--- src/rtl/ttt_pkg.sv ---
// Shared encodings and sizes for the tic-tac-toe move sequencer.
package ttt_pkg;

  localparam int unsigned NUM_CELLS = 9;
  localparam int unsigned CELL_W    = 4;

  typedef enum logic [1:0] {
    IDLE    = 2'd0,
    ISSUE   = 2'd1,
    RELEASE = 2'd2,
    OVER    = 2'd3
  } state_t;

  typedef enum logic {
    P1 = 1'b0,
    P2 = 1'b1
  } player_t;

endpackage

--- src/rtl/ttt_debounce.sv ---
// Single-bit debouncer: output follows the raw input only after DB_CYCLES
// consecutive identical samples that differ from the current debounced level.
module ttt_debounce #(
  parameter int unsigned DB_CYCLES = 4
) (
  input  logic clk,
  input  logic reset,
  input  logic raw,
  output logic db
);

  localparam int unsigned CNT_W = (DB_CYCLES > 2) ? $clog2(DB_CYCLES) : 1;

  logic [CNT_W-1:0] cnt;

  always_ff @(posedge clk or posedge reset) begin
    if (reset) begin
      cnt <= '0;
      db  <= 1'b0;
    end else if (raw == db) begin
      cnt <= '0;
    end else if (cnt == CNT_W'(DB_CYCLES - 1)) begin
      cnt <= '0;
      db  <= raw;
    end else begin
      cnt <= cnt + CNT_W'(1);
    end
  end

endmodule

--- src/rtl/ttt_move_ctrl.sv ---
// Move sequencer for the tic-tac-toe core: debounce, select, handshake, turns.
// Define TTT_TIMEOUT_EN to enable the per-turn forfeit timer.
module ttt_move_ctrl
  import ttt_pkg::*;
#(
  parameter int unsigned DB_CYCLES    = 4,
  parameter int unsigned TURN_TIMEOUT = 1000
) (
  input  logic                 clk,
  input  logic                 reset,
  input  logic [NUM_CELLS-1:0] btn,
  input  logic [NUM_CELLS-1:0] occupied,
  input  logic                 game_over,
  input  logic                 move_ready,
  output logic                 move_valid,
  output logic [CELL_W-1:0]    move_cell,
  output logic                 move_player,
  output logic                 p1_turn,
  output logic                 p2_turn,
  output logic                 reject,
  output logic                 timeout_pulse
);

  if (DB_CYCLES < 2 || TURN_TIMEOUT < 2) begin : g_bad_cfg
    $error("ttt_move_ctrl: DB_CYCLES and TURN_TIMEOUT must be >= 2");
  end

  state_t               state;
  logic [NUM_CELLS-1:0] db;
  logic [NUM_CELLS-1:0] free_press;
  logic                 any_db;
  logic                 sel_found;
  logic [CELL_W-1:0]    sel_idx;

  for (genvar g = 0; g < int'(NUM_CELLS); g++) begin : g_db
    ttt_debounce #(.DB_CYCLES(DB_CYCLES)) u_db (
      .clk   (clk),
      .reset (reset),
      .raw   (btn[g]),
      .db    (db[g])
    );
  end

  // Lowest-index pressed cell that is still free wins.
  always_comb begin
    any_db     = |db;
    free_press = db & ~occupied;
    sel_found  = 1'b0;
    sel_idx    = '0;
    for (int k = int'(NUM_CELLS) - 1; k >= 0; k--) begin
      if (free_press[k]) begin
        sel_found = 1'b1;
        sel_idx   = CELL_W'(k);
      end
    end
  end

`ifdef TTT_TIMEOUT_EN
  localparam int unsigned TMR_W = $clog2(TURN_TIMEOUT);
  logic [TMR_W-1:0] turn_timer;
`endif

  always_ff @(posedge clk or posedge reset) begin
    if (reset) begin
      state       <= IDLE;
      p1_turn     <= 1'b1;
      p2_turn     <= 1'b0;
      move_valid  <= 1'b0;
      move_cell   <= '0;
      move_player <= P1;
      reject      <= 1'b0;
`ifdef TTT_TIMEOUT_EN
      timeout_pulse <= 1'b0;
      turn_timer    <= '0;
`endif
    end else begin
      reject <= 1'b0;
`ifdef TTT_TIMEOUT_EN
      timeout_pulse <= 1'b0;
`endif
      unique case (state)
        IDLE: begin
          if (game_over) begin
            state <= OVER;
          end else if (sel_found) begin
            move_cell   <= sel_idx;
            move_player <= p2_turn ? P2 : P1;
            move_valid  <= 1'b1;
            state       <= ISSUE;
`ifdef TTT_TIMEOUT_EN
            turn_timer  <= '0;
`endif
          end else begin
            if (any_db) begin
              reject <= 1'b1;
              state  <= RELEASE;
            end
`ifdef TTT_TIMEOUT_EN
            if (turn_timer == TMR_W'(TURN_TIMEOUT - 1)) begin
              timeout_pulse <= 1'b1;
              p1_turn       <= ~p1_turn;
              p2_turn       <= ~p2_turn;
              turn_timer    <= '0;
            end else begin
              turn_timer <= turn_timer + TMR_W'(1);
            end
`endif
          end
        end
        // An accept in the same cycle as game_over still counts as a move.
        ISSUE: begin
          if (move_ready) begin
            move_valid <= 1'b0;
            p1_turn    <= ~p1_turn;
            p2_turn    <= ~p2_turn;
            state      <= game_over ? OVER : RELEASE;
`ifdef TTT_TIMEOUT_EN
            turn_timer <= '0;
`endif
          end else if (game_over) begin
            move_valid <= 1'b0;
            state      <= OVER;
          end
        end
        RELEASE: begin
          if (game_over) begin
            state <= OVER;
          end else if (!any_db) begin
            state <= IDLE;
          end
        end
        OVER: begin
          move_valid <= 1'b0;
        end
        default: begin
          state <= IDLE;
        end
      endcase
    end
  end

`ifndef TTT_TIMEOUT_EN
  assign timeout_pulse = 1'b0;
`endif

endmodule

--- config.mk ---
export PLATFORM = sky130hd
export DESIGN_NAME = ttt_move_ctrl
export DESIGN_NICKNAME = d
export VERILOG_FILES = /design/src/rtl/ttt_pkg.sv /design/src/rtl/ttt_debounce.sv /design/src/rtl/ttt_move_ctrl.sv
export SDC_FILE = /design/constraint.sdc
export NUM_CORES = 1
export LEC_CHECK = 0
export ABC_AREA = 1
export BUFFER_PORTS_ARGS = -buffer_cell sky130_fd_sc_hd__buf_4
export CAP_MARGIN = 15
export CORE_ASPECT_RATIO = 0.6
export CORE_MARGIN = 2
export CORE_UTILIZATION = 30
export CTS_CLUSTER_DIAMETER = 200
export CTS_CLUSTER_SIZE = 10
export DETAILED_ROUTE_END_ITERATION = 16
export GPL_ROUTABILITY_DRIVEN = 0
export HOLD_SLACK_MARGIN = 0.1
export SLEW_MARGIN = 25
export SYNTH_ARGS = -nofsm -noshare
export SYNTH_HDL_FRONTEND = slang
export SYNTH_SLANG_ARGS = --single-unit
--- constraint.sdc ---
create_clock -name clk -period 1.8 [get_ports clk]
set_clock_uncertainty 0.1 [all_clocks]
set_input_delay 0.18 -clock clk [delete_from_list [all_inputs] [get_ports clk]]
set_output_delay 0.18 -clock clk [all_outputs]
set_load 0.005 [all_outputs]
==> parameters.txt <==
Parameter                              Value

Status
  Run status    finished, final reports clean

Cells and area
  Core utilization of the finished layout    0.4006
  Fin area    2481 sq um
  Number of diodes    0
  Layout net count    290
  Growth of design area from synthesis to finish    27.20%
  Layout cells sized above 1    0.2549
  FILL cells    632

Critical path
  Sort of element at the end of the critical path    flop
  Endpoint of the worst register-to-register path    move_valid
  Critical path launch point type    flop
  Data required, critical path    1910 ps
  Endpoint arrival time on the critical path    1700 ps
  Startpoint of the worst register-to-register path    state[1]
  Worst reg-to-reg path cell count    8
  Worst-path fanout max    5
  Path type of the worst setup path    reg2reg
  Worst-case register-to-register setup slack    220 ps
  Start point of the critical path    state[1]

GRT
  Initial antenna violation count    0
  Number of global-route vias before repair    1370
  First-pass GRT wire length    6272 um
  Grt total ovfl    0
  GRT Total Usage    0.1153
  Maximum number of pins on one net before global-route repair    39

Synthesis
  Dominant combinational cell family by area after synthesis    simple AND/OR/NAND/NOR gates
  Async set-reset flop share out of synthesis    1.000
  Multiplexer share of the synthesized area    0.02886
  Number of flip-flops and latches in the synthesized netlist    38
  Distinct cell type count after synthesis    29
  Most frequent cells after synthesis    sky130_fd_sc_hd__nand2_1, sky130_fd_sc_hd__dfrtp_1, sky130_fd_sc_hd__inv_1
  Post-synthesis net count    241
  Sequential-to-total area share from yosys stat    0.4881
  Compound-cell area share of the yosys netlist    0.04362
  Post-Syn Area    1951 sq um
  Gate count after technology mapping    205
  Top cells by area in the synthesized netlist    sky130_fd_sc_hd__dfrtp_1, sky130_fd_sc_hd__ha_1, sky130_fd_sc_hd__nand2_1
  Yosys warning count    0
  Simple-gate share of the synthesized area    0.2309
  Number of synthesized flops with an enable pin    0
  Mean Syn Cell Area    9.515 sq um
  Xor/xnor cell area share of the yosys netlist    0.04939
  Area share of the largest cell type after synthesis    0.4747
  Share of synthesized cell area in full adder, half adder and majority cells    0.08980
  Most frequent cell after synthesis    sky130_fd_sc_hd__nand2_1
  Cell type contributing the most total cell area after synthesis    sky130_fd_sc_hd__dfrtp_1
  Most used flip-flop cell after synthesis    sky130_fd_sc_hd__dfrtp_1

Clocking
  Number of buffers on the longest clock path    2
  Worst skew pair latency    290 ps
  TritonCTS clock tree    built
  Number of clock buffers inserted by TritonCTS    5
  Post-CTS clock slew at the launch and capture registers of the worst setup and hold paths    80 ps
  Number of clock sinks    38
  Number of gates resized after cts    0
  H-tree levels    2
  Root buffer cell    sky130_fd_sc_hd__clkbuf_8

Power and ir drop
  Static leakage    1.269 nW
  Int Pwr    2.284 mW
  Comb power frac    0.439
  Switching part of the total power    0.3862
  Net switching power figure    1.437 mW
  Clock share of power    0.150
  Areal power density over the cells    1499 nW/um^2
  Flop pwr share    0.410
  Largest vdd supply drop    0.0004581 V

STA
  Final-report hold violation count    0
  Setup repair after global routing missed its margin    no
  Max-slew violations    0
  Highest clock frequency the design can meet    632.0 MHz
  Minimum period implied by the final worst setup slack    1582 ps
  Fin crit share    0.8791
  Number of failing setup endpoints in the final timing report    0
  Setup total negative slack    0 ps

Floorplanning
  Cell row count    22
  Die Wd    108.1 um
  Core Footprint    6193 sq um
  Die Y    66.46 um
  Starting density of the core    0.3149
  Total I/O pin count    32
  Area enclosed by the die boundary    7184 sq um

Worst hold path
  Startpoint of the tightest hold check path    move_ready
  Type of the most critical hold path    in2reg
  Hold Crit Depth    3
  Min-Delay Endpoint    p1_turn

Routing
  Count of unresolved DRC violations after routing    0
  Pre-Repair DR Iteration Count    4
  Via count    1370
  Routed length per instance    10.32 um
  Number of DRC markers after the initial detailed-route iteration    50
  Average vias per placed instance    4.041
  Total length of routed wires    3498 um
  Post-route antenna net violation count    0

Placement
  Number of input and output port buffers inserted    30
  Cell area reported after detailed placement    2288 sq um
  HPWL after detailed placement    2797 um

Flow run
  Reported max-cap violation count    0
==> area by class of cell <==
class	instances	area (sq um)	share of cell area
sequential	38	952.2	0.3838
multi-input combinational	133	867.1	0.3495
timing repair buffer	43	350.3	0.1412
inverter	33	123.9	0.04992
tap	84	105.1	0.04236
clock buffer	6	72.57	0.02925
clock inverter	2	10.01	0.004034
==> how the worst max path moves through the flow <==
| stage | endpoint | slack [ps] | cells past startpoint |
|---|---|---|---|
| final | move_valid | 220 | 8 |
| after global routing | move_valid | 80 | 8 |
| after CTS | move_valid | 210 | 8 |
| after detailed placement | move_valid | 240 | 8 |
| after global placement | move_valid | 300 | 8 |
| after floorplan | state[0] | 330 | 9 |
==> sequential cells by signal (all words and copies together), names as in the netlist <==
name / cells
g_db.u_db.cnt: 18
g_db.u_db.db: 9
move_cell: 4
move_player: 1
move_valid: 1
p1_turn: 1
p2_turn: 1
reject: 1
state: 2
==> through the flow <==
step / power (mW) / setup WS, ps / std cells / hold slack [ps]
2_1_floorplan: 2.696 / 334.6 / 205 / 196.8
3_3_place_gp: 3.137 / 295.3 / 320 / 235.4
3_5_place_dp: 3.188 / 241.3 / 320 / 234.0
4_1_cts: 3.778 / 212.3 / 339 / 107.5
5_1_grt: 4.133 / 78.93 / 339 / 127.7
6_report: 3.720 / 217.7 / 339 / 109.7
==> layout by cell type (no fill, tap or decap), types with 3 or more instances in the layout <==
cell type	synthesis	final
sky130_fd_sc_hd__a21oi_1	3	3
sky130_fd_sc_hd__buf_4	1	32
sky130_fd_sc_hd__clkbuf_8	0	5
sky130_fd_sc_hd__dfrtp_1	37	37
sky130_fd_sc_hd__dlygate4sd3_1	0	11
sky130_fd_sc_hd__ha_1	14	14
sky130_fd_sc_hd__inv_1	31	31
sky130_fd_sc_hd__mux2_2	5	5
sky130_fd_sc_hd__nand2_1	39	39
sky130_fd_sc_hd__nand2_2	7	7
sky130_fd_sc_hd__nand4_1	3	3
sky130_fd_sc_hd__nor2_1	15	15
sky130_fd_sc_hd__nor3_1	11	11
sky130_fd_sc_hd__o21ai_0	5	5
sky130_fd_sc_hd__o21ai_1	5	5
sky130_fd_sc_hd__xnor2_1	10	10
==> layer usage <==
metal | wire, um | track usage
met1 | 1889 | 0.1649
met2 | 1399 | 0.1627
met5 | 0 | 0
met3 | 171 | 0.04012
met4 | 37 | 0.03365
==> cell families (layout without fill, tap and decap cells) <==
family,after synthesis,after routing
xor gates and xnor gates,11,11
muxes,5,5
other,1,1
adders and majority gates,14,14
buffers and inverters,34,84
AOI/OAI and AO/OA,15,15
and+or+nand+nor,87,87
DFF,38,38
==> power by group through the flow <==
stage / clock [mW] / sequential (mW) / combinational, mW
6_report: 0.559 / 1.53 / 1.63
5_1_grt: 0.616 / 1.59 / 1.92
4_1_cts: 0.579 / 1.54 / 1.66
3_5_place_dp: 0 / 1.55 / 1.64
3_3_place_gp: 0 / 1.53 / 1.60
2_1_floorplan: 0 / 1.49 / 1.21
==> what timing repair did <==
action,4_1_cts,5_1_grt
endpoints found under the hold margin,61,0
hold buffers,11,0
setup buffers,0,0
==> worst max-delay path: stages, from the launching register on <==
cell	delay, ps
sky130_fd_sc_hd__dfrtp_1	420
sky130_fd_sc_hd__inv_1	80
sky130_fd_sc_hd__ha_1	210
sky130_fd_sc_hd__or2_2	320
sky130_fd_sc_hd__a21oi_1	130
sky130_fd_sc_hd__nor2_1	50
sky130_fd_sc_hd__nand2_1	90
sky130_fd_sc_hd__nand2_1	50
sky130_fd_sc_hd__o21ai_1	60
Note: power is estimated with default switching activity, not from simulation.
